**src/rtl/sr_pkg.sv**
```systemverilog
// Shared definitions for the serial shift-register link (transmitter and receiver).
package sr_pkg;

  localparam logic ST_IDLE  = 1'b0;
  localparam logic ST_SHIFT = 1'b1;

  typedef enum logic {
    StIdle  = ST_IDLE,
    StShift = ST_SHIFT
  } sr_state_e;

  // Ceiling log2 with a floor of 1 so a counter is never zero bits wide.
  function automatic int unsigned clog2(input int unsigned value);
    int unsigned res;
    res = 0;
    while ((32'd1 << res) < value) begin
      res++;
    end
    if (res == 0) begin
      res = 1;
    end
    return res;
  endfunction

endpackage

```
**src/rtl/piso_serializer_if.sv**
```systemverilog
// Load handshake and serial link signals of the PISO transmitter.
interface piso_serializer_if #(
  parameter int unsigned N = 4
);
  logic         load_valid;
  logic [N-1:0] load_data;
  logic         load_ready;
  logic         halt;
  logic         ser_out;
  logic         ser_en;
  logic         done;
  logic         busy;

  // Source side: offers words and controls halt.
  modport master (
    output load_valid, load_data, halt,
    input  load_ready, ser_out, ser_en, done, busy
  );

  // Serializer side.
  modport slave (
    input  load_valid, load_data, halt,
    output load_ready, ser_out, ser_en, done, busy
  );
endinterface

```
**src/rtl/piso_serializer.sv**
```systemverilog
// Parallel-in serial-out transmitter: sends an N-bit word LSB first with a shift enable.
module piso_serializer
  import sr_pkg::*;
#(
  parameter int unsigned N = 4
) (
  input  logic              clk,
  input  logic              rst_n,
  piso_serializer_if.slave  bus
);

  localparam int unsigned CntW = clog2(N);
  localparam logic [CntW-1:0] CntLast = CntW'(N - 1);

  sr_state_e       state_q;
  logic [N-1:0]    sreg_q;
  logic [CntW-1:0] cnt_q;

  logic shifting;
  logic done;
  logic ready;
  logic accept;

  // Handshake and completion decode; done lets a new word load in the last-bit cycle.
  always_comb begin
    shifting = (state_q == StShift);
    done     = shifting && (cnt_q == CntLast) && !bus.halt;
    ready    = !shifting || done;
    accept   = bus.load_valid && ready;
  end

  // FSM, shift register and bit counter.
  always_ff @(posedge clk or negedge rst_n) begin
    if (!rst_n) begin
      state_q <= StIdle;
      sreg_q  <= '0;
      cnt_q   <= '0;
    end else if (accept) begin
      state_q <= StShift;
      sreg_q  <= bus.load_data;
      cnt_q   <= '0;
    end else if (shifting && !bus.halt) begin
      sreg_q <= sreg_q >> 1;
      if (done) begin
        state_q <= StIdle;
      end else begin
        cnt_q <= cnt_q + CntW'(1);
      end
    end
  end

  // Serial outputs; ser_out keeps showing the pending bit while halted.
  always_comb begin
    bus.ser_out    = shifting & sreg_q[0];
    bus.ser_en     = shifting & !bus.halt;
    bus.busy       = shifting;
    bus.done       = done;
    bus.load_ready = ready;
  end

endmodule

```
**src/flat_wrapper.sv**
```systemverilog
// flat-port wrapper written by rule: the top's interface ports become plain ports
module piso_serializer_flat import sr_pkg::*;
#(
  parameter int unsigned N = 4
)
  (clk, rst_n, bus_load_valid, bus_load_data, bus_halt, bus_load_ready, bus_ser_out, bus_ser_en, bus_done, bus_busy);
  piso_serializer_if #(.N(N)) bus_i ();
  input  logic clk;
  input  logic rst_n;
  input wire logic [$bits(bus_i.load_valid)-1:0] bus_load_valid;
  input wire logic [$bits(bus_i.load_data)-1:0] bus_load_data;
  input wire logic [$bits(bus_i.halt)-1:0] bus_halt;
  output wire logic [$bits(bus_i.load_ready)-1:0] bus_load_ready;
  output wire logic [$bits(bus_i.ser_out)-1:0] bus_ser_out;
  output wire logic [$bits(bus_i.ser_en)-1:0] bus_ser_en;
  output wire logic [$bits(bus_i.done)-1:0] bus_done;
  output wire logic [$bits(bus_i.busy)-1:0] bus_busy;
  assign bus_i.load_valid = bus_load_valid;
  assign bus_i.load_data = bus_load_data;
  assign bus_i.halt = bus_halt;
  assign bus_load_ready = bus_i.load_ready;
  assign bus_ser_out = bus_i.ser_out;
  assign bus_ser_en = bus_i.ser_en;
  assign bus_done = bus_i.done;
  assign bus_busy = bus_i.busy;
  piso_serializer #(.N(N)) u_core (.clk(clk), .rst_n(rst_n), .bus(bus_i));
endmodule
```
**config.mk**
```make
export PLATFORM = sky130hd
export DESIGN_NAME = piso_serializer_flat
export DESIGN_NICKNAME = d
export VERILOG_FILES = /design/src/rtl/sr_pkg.sv /design/src/rtl/piso_serializer_if.sv /design/src/rtl/piso_serializer.sv /design/src/flat_wrapper.sv
export SDC_FILE = /design/constraint.sdc
export NUM_CORES = 1
export LEC_CHECK = 0
export CAP_MARGIN = 20
export CORE_AREA = 2 2 39 41
export DETAILED_ROUTE_END_ITERATION = 6
export DIE_AREA = 0 0 41 43
export GPL_ROUTABILITY_DRIVEN = 0
export PLACE_DENSITY = 0.67
export SYNTH_ARGS = -nofsm -noshare
export SYNTH_HDL_FRONTEND = slang
export SYNTH_SLANG_ARGS = --single-unit
```
**constraint.sdc**
```tcl
create_clock -name clk -period 1.99 [get_ports clk]
set_clock_uncertainty 0.05 [all_clocks]
set_input_delay 0.2985 -clock clk [delete_from_list [all_inputs] [get_ports clk]]
set_output_delay 0.2985 -clock clk [all_outputs]
set_load 0.02 [all_outputs]
```
==> results.yml <==
routing:
  antenna_left: 0
  drt-initial-drc-count: 4
  drt-wirelength-per-cell_um: 10.3
  drt_wl_total_um: 703
  route.detailed.drc: 0
  dr_total_vias: 296
  routed_via_count_divided_by_cell_count: 4.35
  drt_pre_antenna_iters: 2
synthesis:
  synth_adder_area_share_pct: 3.15
  synth_compound_gate_area_share_pct: 13.6
  muxShareOfSynthArea_pct: 21.5
  synth_area_per_cell_um2: 11.7
  ys_seq_area_share_pct: 44.2
  synthFlopType: "sky130_fd_sc_hd__dfrtp_1"
  asyncSetResetFlopFracSynth_pct: 100
  synth-warning-count: 0
  synth.cells.most_frequent: "sky130_fd_sc_hd__dfrtp_1 (7), sky130_fd_sc_hd__mux2_2 (4), sky130_fd_sc_hd__a21oi_1 (3), sky130_fd_sc_hd__inv_1 (3)"
  synth.top_cells.by_area: "sky130_fd_sc_hd__dfrtp_1 (44%), sky130_fd_sc_hd__mux2_2 (11%), sky130_fd_sc_hd__mux2_4 (7.6%)"
  largest_family_of_logic_cells_by_synthesized_area: "multiplexers"
  synth_area_leader_cell: "sky130_fd_sc_hd__dfrtp_1"
  synth.top_cell.area_share_pct: 44.2
  total_nets_after_synthesis: 43
  synth.ff_latch_count: 7
  synthesized_area_fraction_occupied_by_xor_and_xnor_cells_pct: 0
  syn_inst: 34
  synth_area_um2: 397
  synth.distinct_cells: 19
  synthMostInstantiatedCell: "sky130_fd_sc_hd__dfrtp_1"
  number_of_flops_mapped_to_enable_cells_by_yosys: 0
  fraction_of_the_mapped_netlist_area_in_simple_logic_gates_pct: 13.9
worst_setup_path:
  ff2ff_path_depth: 4
  crit_fanout: 3
  critPathRequiredTime_ns: 1.64
  end_kind: "primary output"
  critical_path_arrival_ns: 1.55
  worst_r2r_endpoint: "u_core.sreg_q[2]$_DFFE_PN0P_"
  crit_path_start: "bus_halt"
  type_of_origin_of_the_critical_path: "primary input"
  timing.reg2reg.setup_slack_ns: 0.40
  critPathKind: "primary input to primary output"
  critical_r2r_launch: "u_core.cnt_q[0]$_DFFE_PN0P_"
job:
  max_cap_viol_count: 0
timing:
  setup-tns-final_ns: 0
  timing.final.setup_violations: 0
  final-max-slew-violation-count: 0
  achievable-frequency_mhz: 526
  final-hold-violation-count: 0
  final_period_minus_worst_setup_slack_ns: 1.90
  share_of_the_clock_period_used_by_the_worst_path_pct: 95.5
  rsz0062_at_grt: "no"
  timing.max_slew.rel_slack_pct: 79.1
  worst_pin_slew_ns: 0.312
place:
  io_buffers: 12
  dpl.cell_count: 64
  dp_hpwl_um: 561
  placed_cell_area_um2: 552
layout:
  layout-area-overhead-vs-synth_pct: 45.1
  instances_no_fill: 68
  post_route_cells_drive_above_1_share_pct: 28.8
  layout.nets: 62
  final_cell_area_um2: 576
  antenna_cells: 0
grt:
  grt_pass1_wl_um: 1100
  grt_remaining_overflow: 0
  grt_use_met2_pct: 13.4
  initial_antenna_violation_count: 0
  grt.busiest_layer: "met2"
  gr-usage-met3_pct: 9.42
  first_global_vias: 280
  grt_use_total_pct: 10.5
  grt_start_max_net_pins: 8
  met1_usage_pct: 11.3
power:
  p_leak_nw: 0.281
  combinationalPowerShare_pct: 44.8
  worst_ir_drop_vdd_mv: 0.516
  cell_internal_pwr_w: 0.000434
  switchingPower_w: 0.000211
  power.share.clock_pct: 19.3
  p_seq_share_pct: 35.8
  powerDensity_nw_per_um2: 1120
  sw_frac_of_total_pct: 32.7
clock_tree:
  clock_tree_from_tritoncts: "yes"
  cts_num_sinks: 7
  cts_root_cell: "sky130_fd_sc_hd__clkbuf_4"
  post_cts_repair_setup_buffers: 0
  cts_max_level: 1
  clkLatencyLatePin_ns: 0.25
  numCtsBuffers: 3
  worst_setup_hold_path_clk_slew_ns: 0.05
  cts_buffer_depth: 2
floorplan:
  start_util_pct: 28.7
  row_count: 14
  floorplan.core_area_um2: 1380
  io-pin-count: 13
  floorplan.die.height_um: 43
  dieArea_um2: 1760
  die-width_um: 41
worst_hold_path:
  hp-class: "primary input to asynchronous set/reset pin"
outcome:
  run_status: "complete, no violations"
-- area by class of cell --
class | count | area (um2)
flip-flops and latches | 7 | 175
well taps | 16 | 20.0
clock buffers | 4 | 26.3
multi-input cells | 23 | 206
fillers | 151 | 808
inverters | 4 | 15.0
repair buffers | 14 | 133
-- power groups by stage --
| stage | combinational (W) | clock, W | sequential [W] |
|---|---|---|---|
| global route | 0.000325 | 0.000144 | 0.000239 |
| global placement | 0.000295 | 0 | 0.000231 |
| detailed placement | 0.000300 | 0 | 0.000234 |
| CTS | 0.000294 | 0.000136 | 0.000231 |
| floorplan | 0.000197 | 0 | 0.000229 |
| finish | 0.000289 | 0.000125 | 0.000231 |
-- flip-flops by register name (all words and copies together), names as in the netlist --
register,flops
u_core.bus.busy,1
u_core.cnt_q,2
u_core.sreg_q,4
-- stage by stage --
stage,util [%],hold WS (ns),setup WS (ns),total power (W)
4_1_cts,41.6,0.259,0.0810,0.000661
3_5_place_dp,39.9,0.463,0.0388,0.000534
2_1_floorplan,-,-0.0471,0.481,0.000426
5_1_grt,41.6,0.263,0.00725,0.000708
3_3_place_gp,39.9,0.453,0.0583,0.000526
6_report,41.6,0.255,0.0902,0.000645
-- kinds of logic after synthesis --
logic type / count (synthesis)
AND/OR/NAND/NOR: 8
multiplexers: 7
buffers and inverters: 4
flip-flops: 7
adder cells (fa/ha/maj): 1
AO/OA/AOI/OAI: 7
-- timing repair --
action                                  in CTS  in global routing
hold buffers                                 0                  0
endpoints found under the setup margin       2                  0
resized for setup                            2                  0
-- worst max-delay path by stage --
stage	endpoint	slack (ns)	cells after the start
after floorplan	u_core.sreg_q[1]$_DFFE_PN0P_	0.48	4
after global placement	bus_done	0.06	4
after detailed placement	bus_done	0.04	4
after CTS	bus_ser_en	0.08	4
after global routing	bus_load_ready	0.007	4
final	bus_ser_en	0.09	4
-- critical path: stages --
cell                              delay (ns)
sky130_fd_sc_hd__clkdlybuf4s50_1        0.43
sky130_fd_sc_hd__nand2b_4               0.16
sky130_fd_sc_hd__inv_2                  0.06
sky130_fd_sc_hd__clkdlybuf4s50_1        0.59
-- placed cells by master (no fill, tap or decap) --
cell type                         instances
sky130_fd_sc_hd__nor2_1                   1
sky130_fd_sc_hd__and2b_2                  1
sky130_fd_sc_hd__inv_2                    1
sky130_fd_sc_hd__mux2_4                   2
sky130_fd_sc_hd__clkdlybuf4s50_1         10
sky130_fd_sc_hd__nor3_1                   1
sky130_fd_sc_hd__ha_1                     1
sky130_fd_sc_hd__nand2b_4                 1
sky130_fd_sc_hd__clkbuf_4                 3
sky130_fd_sc_hd__nand2b_1                 1
sky130_fd_sc_hd__mux2_2                   4
sky130_fd_sc_hd__clkbuf_1                 1
sky130_fd_sc_hd__and2_1                   1
sky130_fd_sc_hd__dfrtp_1                  7
sky130_fd_sc_hd__a21oi_1                  3
sky130_fd_sc_hd__o21ai_4                  1
sky130_fd_sc_hd__nor3b_1                  1
sky130_fd_sc_hd__inv_1                    3
sky130_fd_sc_hd__mux2i_1                  1
sky130_fd_sc_hd__o21ai_0                  1
sky130_fd_sc_hd__dlygate4sd2_1            2
sky130_fd_sc_hd__buf_4                    2
sky130_fd_sc_hd__o2bb2ai_1                2
sky130_fd_sc_hd__nand2_1                  1
-- per-layer routing --
| layer | vias up | part of all wire (%) |
|---|---|---|
| met2 | 8 | 49 |
| met1 | 133 | 45 |
| li1 | 155 | - |
| met4 | 0 | 0 |
| met5 | - | 0 |
| met3 | 0 | 5.5 |
(Power assumes the default switching activity.)
